File: config.mk
export PLATFORM = sky130hd
export DESIGN_NAME = keypad_scan
export DESIGN_NICKNAME = d
export VERILOG_FILES = /design/src/rtl/keypad_pkg.sv /design/src/rtl/keypad_col_driver.sv /design/src/rtl/keypad_scan.sv
export SDC_FILE = /design/constraint.sdc
export NUM_CORES = 1
export LEC_CHECK = 0
export CAP_MARGIN = 20
export CORE_MARGIN = 5
export CORE_UTILIZATION = 30
export CTS_CLUSTER_DIAMETER = 60
export CTS_CLUSTER_SIZE = 28
export DETAILED_ROUTE_END_ITERATION = 10
export PLACE_DENSITY_LB_ADDON = 0.15
export SETUP_SLACK_MARGIN = 0.02
export SLEW_MARGIN = 20
export SYNTH_ARGS = -nofsm -noshare
export SYNTH_HDL_FRONTEND = slang
export SYNTH_SLANG_ARGS = --single-unit
File: constraint.sdc
create_clock -name clk -period 10.82 [get_ports clk]
set_input_delay 2.164 -clock clk [delete_from_list [all_inputs] [get_ports clk]]
set_output_delay 2.164 -clock clk [all_outputs]
set_load 0.005 [all_outputs]
File: src/rtl/keypad_pkg.sv
// Shared definitions for the 4x4 hex keypad scanner: matrix size,
// debounce FSM states and the per-scan result classification.
package keypad_pkg;

    localparam int NUM_COLS = 4;
    localparam int NUM_ROWS = 4;

    typedef enum logic [1:0] {
        IDLE      = 2'd0,
        DEB_PRESS = 2'd1,
        PRESSED   = 2'd2,
        DEB_REL   = 2'd3
    } kp_state_e;

    typedef enum logic [1:0] {
        RES_NONE   = 2'd0,
        RES_SINGLE = 2'd1,
        RES_MULTI  = 2'd2
    } scan_res_e;

endpackage

File: src/rtl/keypad_col_driver.sv
// Column scan timebase: divides clk into column steps, drives exactly one
// active-low column and flags the sample cycle and the end-of-scan cycle.
module keypad_col_driver
    import keypad_pkg::*;
#(
    parameter int SCAN_DIV = 12000
) (
    input  logic       clk,
    input  logic       rstN,
    output logic [1:0] colIdx_o,
    output logic [3:0] colOut_o,
    output logic       sample_o,
    output logic       scanDone_o
);

    localparam int               DIV_W    = (SCAN_DIV > 1) ? $clog2(SCAN_DIV) : 1;
    localparam logic [DIV_W-1:0] DIV_LAST = DIV_W'(SCAN_DIV - 1);
    localparam logic [1:0]       LAST_COL = 2'(NUM_COLS - 1);

    logic [DIV_W-1:0] divCnt_q, divCnt_d;
    logic [1:0]       colIdx_q, colIdx_d;
    logic [3:0]       colOut_q, colOut_d;
    logic             stepEn;

    // Next divider count, column index and column drive pattern
    always_comb begin
        stepEn   = (divCnt_q == DIV_LAST);
        divCnt_d = stepEn ? '0 : divCnt_q + 1'b1;
        colIdx_d = stepEn ? colIdx_q + 2'd1 : colIdx_q;
        colOut_d = ~(4'b0001 << colIdx_d);
    end

    // Timebase and column drive registers
    always_ff @(posedge clk or negedge rstN) begin
        if (!rstN) begin
            divCnt_q <= '0;
            colIdx_q <= 2'd0;
            colOut_q <= 4'b1110;
        end else begin
            divCnt_q <= divCnt_d;
            colIdx_q <= colIdx_d;
            colOut_q <= colOut_d;
        end
    end

    // Rows are read on the last cycle of each column step; the col-3 read closes a scan
    assign sample_o   = stepEn;
    assign scanDone_o = stepEn && (colIdx_q == LAST_COL);
    assign colIdx_o   = colIdx_q;
    assign colOut_o   = colOut_q;

endmodule

File: src/rtl/keypad_scan.sv
// 4x4 hex keypad scanner: synchronises the rows, classifies each full scan,
// debounces over whole scans and hands accepted key codes to a consumer
// through a pending/ack handshake with overrun detection.
module keypad_scan
    import keypad_pkg::*;
#(
    parameter int SCAN_DIV       = 12000,
    parameter int DEBOUNCE_SCANS = 5
) (
    input  logic       clk,
    input  logic       rstN,
    input  logic [3:0] rowIn,
    output logic [3:0] colOut,
    output logic [3:0] keyCode,
    output logic       keyStrobe,
    output logic       keyDown,
    output logic       keyPending,
    input  logic       keyAck,
    output logic       keyOverrun
);

    localparam logic [2:0] DEB_TGT = 3'(DEBOUNCE_SCANS);

    // Number of low bits in one row read, saturated at 2 ("many")
    function automatic logic [1:0] low_count(input logic [3:0] lows);
        logic [2:0] n;
        n = 3'd0;
        for (int r = 0; r < NUM_ROWS; r++) n = n + {2'b00, lows[r]};
        return (n > 3'd1) ? 2'd2 : n[1:0];
    endfunction

    // Index of the lowest-numbered low row
    function automatic logic [1:0] first_low(input logic [3:0] lows);
        logic [1:0] idx;
        idx = 2'd0;
        for (int r = NUM_ROWS - 1; r >= 0; r--) if (lows[r]) idx = 2'(r);
        return idx;
    endfunction

    // Add two saturated counts, keeping the result saturated at 2
    function automatic logic [1:0] sat_add(input logic [1:0] a, input logic [1:0] b);
        logic [2:0] s;
        s = {1'b0, a} + {1'b0, b};
        return (s > 3'd1) ? 2'd2 : s[1:0];
    endfunction

    // Saturating increment of the 3-bit stability counter
    function automatic logic [2:0] sat_inc(input logic [2:0] v);
        return (v == 3'd7) ? 3'd7 : v + 3'd1;
    endfunction

    logic [1:0] colIdx;
    logic       sampleEn;
    logic       scanDone;

    keypad_col_driver #(
        .SCAN_DIV (SCAN_DIV)
    ) u_col_driver (
        .clk        (clk),
        .rstN       (rstN),
        .colIdx_o   (colIdx),
        .colOut_o   (colOut),
        .sample_o   (sampleEn),
        .scanDone_o (scanDone)
    );

    logic [3:0] rowMeta_q, rowSync_q;

    // Two-flop synchroniser for the asynchronous row inputs
    always_ff @(posedge clk or negedge rstN) begin
        if (!rstN) begin
            rowMeta_q <= 4'hF;
            rowSync_q <= 4'hF;
        end else begin
            rowMeta_q <= rowIn;
            rowSync_q <= rowMeta_q;
        end
    end

    logic [1:0] accCnt_q, accCnt_d;
    logic [3:0] accCode_q, accCode_d;
    logic [3:0] colLows;
    logic [1:0] colCnt, sumCnt;
    logic [3:0] mergedCode;
    scan_res_e  scanRes;

    // Fold the current column read into the scan accumulator and classify at end of scan
    always_comb begin
        colLows    = ~rowSync_q;
        colCnt     = low_count(colLows);
        sumCnt     = sat_add(accCnt_q, colCnt);
        mergedCode = (colCnt != 2'd0) ? {first_low(colLows), colIdx} : accCode_q;
        accCnt_d   = accCnt_q;
        accCode_d  = accCode_q;
        if (sampleEn) begin
            if (scanDone) begin
                accCnt_d  = 2'd0;
                accCode_d = 4'd0;
            end else begin
                accCnt_d  = sumCnt;
                accCode_d = mergedCode;
            end
        end
        if (sumCnt == 2'd0)      scanRes = RES_NONE;
        else if (sumCnt == 2'd1) scanRes = RES_SINGLE;
        else                     scanRes = RES_MULTI;
    end

    // Scan accumulator registers
    always_ff @(posedge clk or negedge rstN) begin
        if (!rstN) begin
            accCnt_q  <= 2'd0;
            accCode_q <= 4'd0;
        end else begin
            accCnt_q  <= accCnt_d;
            accCode_q <= accCode_d;
        end
    end

    kp_state_e  state_q, state_d;
    logic [2:0] stableCnt_q, stableCnt_d;
    logic [3:0] cand_q, cand_d;
    logic [2:0] cntInc;
    logic       accept;
    logic [3:0] keyCode_q, keyCode_d;
    logic       keyStrobe_q, keyStrobe_d;
    logic       keyDown_q, keyDown_d;
    logic       keyPending_q, keyPending_d;
    logic       keyOverrun_q, keyOverrun_d;

    // Debounce FSM next state plus registered-output and handshake next values
    always_comb begin
        state_d     = state_q;
        stableCnt_d = stableCnt_q;
        cand_d      = cand_q;
        accept      = 1'b0;
        cntInc      = sat_inc(stableCnt_q);
        if (scanDone) begin
            case (state_q)
                IDLE: begin
                    if (scanRes == RES_SINGLE) begin
                        cand_d      = mergedCode;
                        stableCnt_d = 3'd1;
                        if (DEBOUNCE_SCANS == 1) begin
                            state_d = PRESSED;
                            accept  = 1'b1;
                        end else begin
                            state_d = DEB_PRESS;
                        end
                    end
                end
                DEB_PRESS: begin
                    if (scanRes == RES_SINGLE && mergedCode == cand_q) begin
                        stableCnt_d = cntInc;
                        if (cntInc >= DEB_TGT) begin
                            state_d = PRESSED;
                            accept  = 1'b1;
                        end
                    end else begin
                        state_d = IDLE;
                    end
                end
                PRESSED: begin
                    // No rollover: any key still down keeps us here
                    if (scanRes == RES_NONE) begin
                        stableCnt_d = 3'd1;
                        state_d     = (DEBOUNCE_SCANS == 1) ? IDLE : DEB_REL;
                    end
                end
                DEB_REL: begin
                    if (scanRes == RES_NONE) begin
                        stableCnt_d = cntInc;
                        if (cntInc >= DEB_TGT) state_d = IDLE;
                    end else begin
                        // Release bounce of the held key: not a new press, so no strobe
                        state_d = PRESSED;
                    end
                end
                default: state_d = IDLE;
            endcase
        end

        keyStrobe_d = accept;
        keyCode_d   = accept ? cand_d : keyCode_q;
        keyDown_d   = (state_d == PRESSED) || (state_d == DEB_REL);

        keyPending_d = keyPending_q;
        keyOverrun_d = keyOverrun_q;
        if (keyStrobe_q) begin
            // A new key always wins over a simultaneous ack
            keyPending_d = 1'b1;
            keyOverrun_d = keyAck ? 1'b0 : (keyOverrun_q | keyPending_q);
        end else if (keyAck) begin
            keyPending_d = 1'b0;
            keyOverrun_d = 1'b0;
        end
    end

    // FSM state, candidate code and output registers
    always_ff @(posedge clk or negedge rstN) begin
        if (!rstN) begin
            state_q      <= IDLE;
            stableCnt_q  <= 3'd0;
            cand_q       <= 4'd0;
            keyCode_q    <= 4'd0;
            keyStrobe_q  <= 1'b0;
            keyDown_q    <= 1'b0;
            keyPending_q <= 1'b0;
            keyOverrun_q <= 1'b0;
        end else begin
            state_q      <= state_d;
            stableCnt_q  <= stableCnt_d;
            cand_q       <= cand_d;
            keyCode_q    <= keyCode_d;
            keyStrobe_q  <= keyStrobe_d;
            keyDown_q    <= keyDown_d;
            keyPending_q <= keyPending_d;
            keyOverrun_q <= keyOverrun_d;
        end
    end

    assign keyCode    = keyCode_q;
    assign keyStrobe  = keyStrobe_q;
    assign keyDown    = keyDown_q;
    assign keyPending = keyPending_q;
    assign keyOverrun = keyOverrun_q;

endmodule

# Yosys cells after proc, flatten, opt, wreduce, memory -nomap -nowiden
# Index checks and enable logic that the tools add are counted.
# Widths: inputs -> output; s select.
op_classes:
  addsub: 7
  magnitude_cmp: 3
  eq_ne: 15
  n_shift: 1
  muxes: 38
  bitwise_logic: 3
  reduce_logical: 9
op_table:
  columns: ["cell", "n"]
  rows:
  - ["$mux 2", 17]
  - ["$mux 4", 5]
  - ["$mux 3", 5]
  - ["$add 14x1->14 const B", 1]
  - ["$eq 14x14->1 const B", 1]
  - ["$mux 14", 1]
  - ["$pmux 3 s4", 1]
  - ["$eq 2x2->1 const B", 5]
  - ["$mux 1", 8]
  - ["$ne 2x2->1 const B", 4]
  - ["$not 4->4", 2]
  - ["$pmux 2 s4", 1]
  - ["$eq 2x1->1 const B", 3]
  - ["$gt 3x1->1 const B", 2]
  - ["$logic_not 2->1", 3]
  - ["$reduce_and 5->1", 1]
  - ["$eq 4x4->1", 1]
  - ["$reduce_bool 2->1", 2]
  - ["$shl 1x2->4 const A", 1]
  - ["$add 2x1->3", 1]
  - ["$add 2x2->3", 1]
  - ["$add 3x1->3", 1]
  - ["$add 3x1->3 const B", 1]
  - ["$eq 3x3->1 const B", 1]
  - ["6 further kinds", 7]
word_totals:
  register_bits: 51
  inputBits: 7
  output_inout_bits: 12

# Logic depth before layout (Yosys ltp)
# Gate-level depths: netlist (run 1).
logic_depth:
  depth_word: 19
  ltp_mapped: 17
  mapped_depth_nobuf: 17

# By module
# From an unflattened synthesis (run 1), not the netlist that was laid out.
unflattened:
  hier_cells: 238
  hier_area_um2: 2570.0
by_module_without_submodules:
  columns: ["module", "n_inst", "cells_each", "area_per_inst_um2", "seq_area_each_um2"]
  rows:
  - ["keypad_scan", 1, 153, 1630.3, 785.8]
  - ["keypad_col_driver", 1, 85, 939.7, 504.2]

# Worst setup path after synthesis (run 1)
# No wires, ideal clock.
synth_timing:
  kind: "register to register"
  from: "register rowSync_q[1]"
  to: "register stableCnt_q[1]"
  arrival_ps: 3525
  t_required_ps: 10681
  setup_slack_ps: 7156
  stages_incl_launch_ff: 16
  path_buffers: 0
  cell_sequence: "dfstp_2 -> fa_1 -> inv_1 -> ha_1 -> inv_1 -> ha_1 -> o21ai_0 -> and2_1 -> ha_1 -> inv_1 -> fa_1 -> nand3_1 -> and3_1 -> nor3b_1 -> nor4bb_1 -> a211oi_1"
synth_via:
  elab_chain_len: 16
  elab_cells_between_ends: 26
synth_lines:
  columns: ["item", "line_no", "rtl"]
  rows:
  - ["start: declaration", "keypad_scan.sv:67", "logic [3:0] rowMeta_q, rowSync_q;"]
  - ["start signal: assignment", "keypad_scan.sv:76", "rowSync_q <= rowMeta_q;"]
  - ["$not 4->4 (*)", "keypad_scan.sv:89", "colLows = ~rowSync_q;"]
  - ["$add 1x1->2", "keypad_scan.sv:28", "for (int r = 0; r < NUM_ROWS; r++) n = n + {2'b00, lows[r]};"]
  - ["$add 2x1->3", "keypad_scan.sv:28", null]
  - ["$add 3x1->3", "keypad_scan.sv:28", null]
  - ["$gt 3x1->1", "keypad_scan.sv:29", "return (n > 3'd1) ? 2'd2 : n[1:0];"]
  - ["$mux 2", "keypad_scan.sv:29", null]
  - ["$add 2x2->3", "keypad_scan.sv:43", "s = {1'b0, a} + {1'b0, b};"]
  - ["$gt 3x1->1", "keypad_scan.sv:44", "return (s > 3'd1) ? 2'd2 : s[1:0];"]
  - ["$mux 2", "keypad_scan.sv:44", null]
  - ["$eq 2x1->1", "keypad_scan.sv:105", "else if (sumCnt == 2'd1) scanRes = RES_SINGLE;"]
  - ["$mux 2", "keypad_scan.sv:105", null]
  - ["$mux 2", "keypad_scan.sv:104", "if (sumCnt == 2'd0) scanRes = RES_NONE;"]
  - ["$eq 2x1->1", "keypad_scan.sv:141, keypad_scan.sv:153", null]
  - ["$logic_and 1x1->1", "keypad_scan.sv:153", "if (scanRes == RES_SINGLE && mergedCode == cand_q) begin"]
  - ["$ne 2x2->1 (no line)", null, null]
  - ["$reduce_and 5->1 (no line) (*)", null, null]
  - ["end signal: assignment", "keypad_scan.sv:212", "stableCnt_q <= stableCnt_d;"]
  - ["end: declaration", "keypad_scan.sv:121", "logic [2:0] stableCnt_q, stableCnt_d;"]
# Mark *: on every way between the ends. The rest lies on a longest branch, timed or not.
# A chain may end at the register's enable or synchronous reset.

# Final worst setup path (run 1)
layout_timing:
  from: "register rowSync_q[1]"
  to: "register keyCode_q[0], in the netlist keyCode[0]"
layout_via:
  elab_chain_len: 17
  elab_cells_between_ends: 26
layout_lines:
  columns: ["item", "line_no", "rtl"]
  rows:
  - ["$not 4->4 (*)", "keypad_scan.sv:89", null]
  - ["$add 1x1->2", "keypad_scan.sv:28", null]
  - ["$add 2x1->3", "keypad_scan.sv:28", null]
  - ["$add 3x1->3", "keypad_scan.sv:28", null]
  - ["$gt 3x1->1", "keypad_scan.sv:29", null]
  - ["$mux 2", "keypad_scan.sv:29", null]
  - ["$add 2x2->3", "keypad_scan.sv:43", null]
  - ["$gt 3x1->1", "keypad_scan.sv:44", null]
  - ["$mux 2", "keypad_scan.sv:44", null]
  - ["$eq 2x1->1", "keypad_scan.sv:105", null]
  - ["$mux 2", "keypad_scan.sv:105", null]
  - ["$mux 2", "keypad_scan.sv:104", null]
  - ["$eq 2x1->1", "keypad_scan.sv:141, keypad_scan.sv:153", null]
  - ["$logic_and 1x1->1", "keypad_scan.sv:153", null]
  - ["$mux 1", "keypad_scan.sv:153", null]
  - ["$mux 1", "keypad_scan.sv:139", "case (state_q)"]
  - ["$mux 1", "keypad_scan.sv:138", "if (scanDone) begin"]
  - ["end signal: assignment", "keypad_scan.sv:214", "keyCode_q <= keyCode_d;"]
  - ["end: declaration", "keypad_scan.sv:125", "logic [3:0] keyCode_q, keyCode_d;"]
# Marked as above.

==> impl_metrics.ini, run 1 <==
[status]
status = finished clean

[global_routing]
antenna_found_initial = 0
grt_pass1_wl_mm = 7.89
overflow = 0
grt_pass1_vias = 1643
track_usage_pct = 9.99
grt_max_degree = 52

[detailed_routing]
wl_mm = 4.58
num_vias = 1609
drtIter0Drc = 72
post_drt_wl_per_cell_um = 12.9
avgViaCountPerCell = 4.53
antenna_left = 0
dr.pass1.iters = 4
drcViolationCount = 0

[floorplanning]
io_pins = 19
rows = 32
start_util_pct = 31.2
dieArea_um2 = 10000
core_um2 = 7810
die_w_um = 100
chipHeight_um = 100

[clock_tree]
cts_hold_buf = 0
post-cts-setup-buffers = 0
cts_buffers = 5
path_clk_slew_ps = 90
root_buffer = clkbuf_8
numClockSinks = 51
cts_buffer_depth = 2
cts_resized = 0
htreeDepth = 2
cts_tree = done
clk_latency_ps = 300

[logic_synthesis]
synthTopCellsByArea = dfrtp_1 41%, dfstp_2 12%, ha_1 4.6%
synth_xor_area_share_pct = 5.40
synthMuxAreaShare_pct = 3.65
synthAdderAreaFrac_pct = 6.68
ys_seq_area_share_pct = 53.0
yosysTopAreaCell = dfrtp_1
synth_compound_area_share_pct = 9.10
syn_area_per_cell_um2 = 10.7
synth_edf_count = 0
synth_simple_gate_area_share_pct = 18.9
synth-main-ff-cell = dfrtp_1
yosysMostFrequentCell = dfrtp_1
synth_top_family_by_area = simple AND/OR/NAND/NOR gates
syn_area_um2 = 2430
syn_nets = 246
syn_inst = 228
ys_ff_latch = 51
ys_top_cells_by_count = 40 x dfrtp_1, 23 x nor2_1, 21 x nand2_1
synth_cell_type_count = 47
ys.warnings.count = 0
synth_top_area_share_pct = 41.1
async_flop_share_pct = 100

[sta]
layout_min_cycle_time_ps = 4310
fin_crit_sh_pct = 39.9
slew-limit-headroom_pct = 32.1
worst_pin_slew_ps = 1020
maxSlewViolCount = 0
final-hold-violation-count = 0
setup_tns_ps = 0
fmax_mhz = 232
setup_violations = 0
rsz0062_at_grt = no
fin_skew_ps = 5.38

[power]
sw_frac_of_total_pct = 23.9
p_sw_uw = 78.1
cellInternalPower_uw = 248
p_leak_uw = 0.00124
ir_worst_vdd_uv = 45.5
clkPwrFrac_pct = 32.8
power_density_nw_per_um2 = 115
p_comb_share_pct = 7.6
p_seq_share_pct = 59.6

[flow_run]
cap_violations = 0

[worst_setup_path]
end_kind = flop
crit_buf_inv = 2
cpMaxStageDelayCell = nor4b_2
cp.arrival_ps = 4510
max_stage_delay_ps = 840
r2r_slack_ps = 6510
crit_type = reg2reg
path_delay_family = simple AND/OR/NAND/NOR gates
worstSetupStartpointType = flop
required_ps = 11020
critical_path.cell_chain = fa_1 -> inv_1 -> ha_1 -> inv_1 -> ha_1 -> nor4b_2 -> a211oi_1 -> or3_1 -> a22oi_1 -> nand4_1 -> nor2_2 -> mux2_2
worst-path-max-fanout = 11

[placement]
port_buffers = 18
placed_cells_incl_taps = 347
gp_congestion = 0.727
place_hpwl_mm = 3.42

[finish]
multi_input_area_um2 = 1070
drive_gt1_share_pct = 13.0
fill_cells = 796
fin_cells = 355
fin_nets = 270
antenna_cells = 0
area_growth_pct = 16.3
regArea_um2 = 1290

[worst_hold_path]
hold_path_class = reg2reg
-- layout make-up --
class	count	share of cell area [%]
clock buffers	6	2.56
multi-input cells	156	37.8
inverters	18	2.39
repair buffers	20	6.72
well taps	102	4.51
clock inverters	2	0.442
flip-flops and latches	51	45.6
-- sequential cells by signal, indices dropped and copies added, names as in the netlist, 2 cells and up --
register / cells
accCnt_q: 2
accCode_q: 4
cand_q: 4
keyCode: 4
rowMeta_q: 4
rowSync_q: 4
stableCnt_q: 3
state_q: 2
u_col_driver.colIdx_o: 2
u_col_driver.colOut_o: 4
u_col_driver.divCnt_q: 14
-- through the flow --
stage	hold slack, ps	power [uW]	worst slack, ps	instance area, um^2	util, %
after floorplan	345	213	7160	2430	-
after global placement	358	223	6580	2750	35.2
after detailed placement	356	224	6510	2750	35.2
after CTS	370	331	6510	2830	36.3
after global routing	372	345	6190	2830	36.3
final	368	326	6510	2830	36.3
-- logic make-up after synthesis --
kind of cell,after synthesis
xor+xnor,15
compound gates,36
fa+ha+maj,12
buf+inv,21
mux,8
simple gates,85
flops,51
-- worst register-to-register path: cells and delay by family, from the launching register on --
kind	cells	cell delay, ps
AO/OA/AOI/OAI	2	480
adder cells (fa/ha/maj)	3	890
buffers and inverters	2	140
flip-flops	1	560
multiplexers	1	360
AND/OR/NAND/NOR	4	1790
-- per-layer routing --
metal / track usage (%) / up-vias / share of wire, %
met5: 0 / - / 0
met3: 3.13 / 5 / 4.5
met2: 16.0 / 23 / 44
met1: 12.8 / 754 / 50
li1: - / 827 / -
met4: 3.42 / 0 / 1.5
-- path summary, 6_finish.rpt --
| path | start | endpoint | cells past startpoint |
|---|---|---|---|
| max in group asynchronous | rstN | u_col_driver.divCnt_q[5] | 2 |
| max reg2reg | rowSync_q[1] | keyCode[0] | 12 |
| min | rowMeta_q[2] | rowSync_q[2] | 0 |
| min reg2reg | rowMeta_q[2] | rowSync_q[2] | 0 |
| min in group asynchronous | rstN | u_col_driver.divCnt_q[2] | 2 |
| max | rowSync_q[1] | keyCode[0] | 12 |
-- power groups by stage --
stage	Clock, uW	Sequential, uW	Combinational, uW
3_5_place_dp	0	198	25.6
6_report	107	194	24.8
4_1_cts	111	195	25.6
3_3_place_gp	0	198	25.2
2_1_floorplan	0	198	15.0
5_1_grt	120	195	29.5
-- layout by cell type (no fill, tap or decap), drive strengths merged, types with 2 or more instances in the layout --
| master | n |
|---|---|
| nand4 | 4 |
| dfrtp | 40 |
| nor2 | 24 |
| nand2b | 3 |
| mux2i | 4 |
| clkdlybuf4s50 | 17 |
| nor4b | 3 |
| ha | 9 |
| o21ai | 11 |
| o31ai | 2 |
| nor3 | 5 |
| mux2 | 4 |
| nand2 | 22 |
| nand3 | 10 |
| and2 | 4 |
| a21oi | 8 |
| clkbuf | 6 |
| o22ai | 3 |
| xor2 | 9 |
| inv | 18 |
| buf | 3 |
| dfstp | 11 |
| or3 | 3 |
| xnor2 | 6 |
| fa | 2 |
| a211oi | 3 |
| a22oi | 3 |
Power figures use the tool's default switching activity.
==> inputs of run 2 (changes only) <==
Clock period 10.82 ns to 4.26 ns, I/O delays scaled along.
==> run 2 against run 1 <==
  * Count of clock-buffer cells in the layout did not move
  * Sequential power rose to 2.5 times the previous value
  * Highest routed layer unchanged
  * Clock power rose to 2.5 times the previous value
  * Largest power group unchanged
  * Register-to-register slack got worse by 6200 ps
  * Maximum frequency rose by 9.5%
==> impl_metrics.ini, run 2 (same netlist as run 1, synthesis figures left out) <==
[worst_setup_path]
worstSetupStartpointType = flop
rr_endpoint = keyCode[0]
end_kind = flop
r2r_slack_ps = 320
worst-path-max-fanout = 5
path_delay_family = adder cells
critical_path.cell_chain = fa_1 -> inv_1 -> ha_1 -> inv_1 -> ha_1 -> o21ai_0 -> and2_1 -> ha_1 -> inv_1 -> fa_1 -> nand3_1 -> a21oi_1 -> nand4_1 -> nor2_4 -> mux2_2
r2r_cells = 15
cpMaxStageDelayCell = dfstp_2
required_ps = 4450
max_stage_delay_ps = 570
crit_buf_inv = 3
rr_startpoint = rowSync_q[1]
cp.arrival_ps = 4130
crit_type = reg2reg

[worst_hold_path]
whs_path_depth = 0
hold_start = rowMeta_q[0]
holdPathEnd = rowSync_q[0]
hold_path_class = reg2reg

[floorplanning]
core_um2 = 7810
rows = 32
die_w_um = 100
start_util_pct = 31.2
dieArea_um2 = 10000
io_pins = 19
chipHeight_um = 100

[sta]
slew-limit-headroom_pct = 54.7
fmax_mhz = 254
layout_min_cycle_time_ps = 3940
fin_skew_ps = 6.76
worst_pin_slew_ps = 677
fin_crit_sh_pct = 92.5
setup_violations = 0
setup_tns_ps = 0
maxSlewViolCount = 0
final-hold-violation-count = 0
rsz0062_at_grt = no

[global_routing]
grt_max_degree = 52
antenna_found_initial = 0
overflow = 0
grt_pass1_vias = 1667
grt_pass1_wl_mm = 7.76
track_usage_pct = 9.69

[finish]
regArea_um2 = 1290
final_common_cell = dfrtp_1
drive_gt1_share_pct = 14.1
mostFrequentLayoutCells = 40 x dfrtp_1, 23 x nor2_1, 21 x nand2_1, 18 x inv_1, 17 x clkdlybuf4s50_1
area_growth_pct = 17.4
multi_input_area_um2 = 1080
fin_nets = 273
largest_register = u_col_driver.divCnt_q
fill_cells = 789
largest_reg_flops = 14
finalCoreUtilization_pct = 36.6
antenna_cells = 0

[clock_tree]
cts_hold_buf = 0
htreeDepth = 2
path_clk_slew_ps = 90
cts_buffers = 5
clk_latency_ps = 300
post-cts-setup-buffers = 0
numClockSinks = 51
root_buffer = clkbuf_8
cts_resized = 0
cts_buffer_depth = 2
cts_tree = done

[detailed_routing]
num_vias = 1636
dr.pass1.iters = 4
drcViolationCount = 0
antenna_left = 0
post_drt_wl_per_cell_um = 12.3
wl_mm = 4.40
avgViaCountPerCell = 4.57
drtIter0Drc = 52

[placement]
port_buffers = 18
gp_congestion = 0.796
place_hpwl_mm = 3.23

[power]
p_comb_share_pct = 8.0
p_leak_uw = 0.00126
p_sw_uw = 197
p_seq_share_pct = 59.5
power_density_nw_per_um2 = 290
cellInternalPower_uw = 632
sw_frac_of_total_pct = 23.8
clkPwrFrac_pct = 32.5
ir_worst_vdd_uv = 117

[status]
status = finished clean

[flow_run]
cap_violations = 0
[run 2: cell count changes in the layout (fill, tap and decap cells not counted)]
cell,delta
buf_4,+3
nor2_2,-1
nor2_4,+1
[run 2: worst max-delay path by stage]
stage	startpoint	to	cells after the start
after floorplan	rowSync_q[1]	stableCnt_q[1]	15
after global placement	rowSync_q[1]	keyCode[0]	15
after detailed placement	rowSync_q[1]	keyCode[0]	15
after CTS	rowSync_q[1]	keyCode[0]	15
after global routing	rowSync_q[1]	keyCode[0]	15
final	rowSync_q[1]	keyCode[0]	15
[run 2: area by class of cell]
class,instances,area share (%)
Inverter,18,2.36
Clock buffer,6,2.54
Timing Repair Buffer,23,7.44
Sequential cell,51,45.1
Multi-Input combinational cell,156,37.6
Clock inverter,2,0.438
Tap cell,102,4.46
[run 2: stage by stage]
step                      instance area [um^2]  worst slack [ps]  total power [uW]  hold slack [ps]  std cells
after detailed placement                  2770               313               570              347        350
after global routing                      2860              43.5               875              364        358
final                                     2860               320               830              359        358
after floorplan                           2430               596               540              345        228
after global placement                    2770               390               569              347        350
after CTS                                 2850               280               848              361        358
[run 2: power by group through the flow]
stage | combinational (uW) | clock (uW) | sequential, uW
5_1_grt | 76.9 | 304 | 494
3_5_place_dp | 66.9 | 0 | 503
6_report | 66.1 | 270 | 493
3_3_place_gp | 66.5 | 0 | 503
4_1_cts | 67.5 | 287 | 494
2_1_floorplan | 38.1 | 0 | 502
[run 2: layer usage]
metal  routed length, um  global-route usage [%]  share of wire [%]
met1                2160                    13.0                 49
met2                1970                    14.9                 45
met3                 202                    3.13                4.6
met4                  64                    3.11                1.5
met5                   0                       0                  0
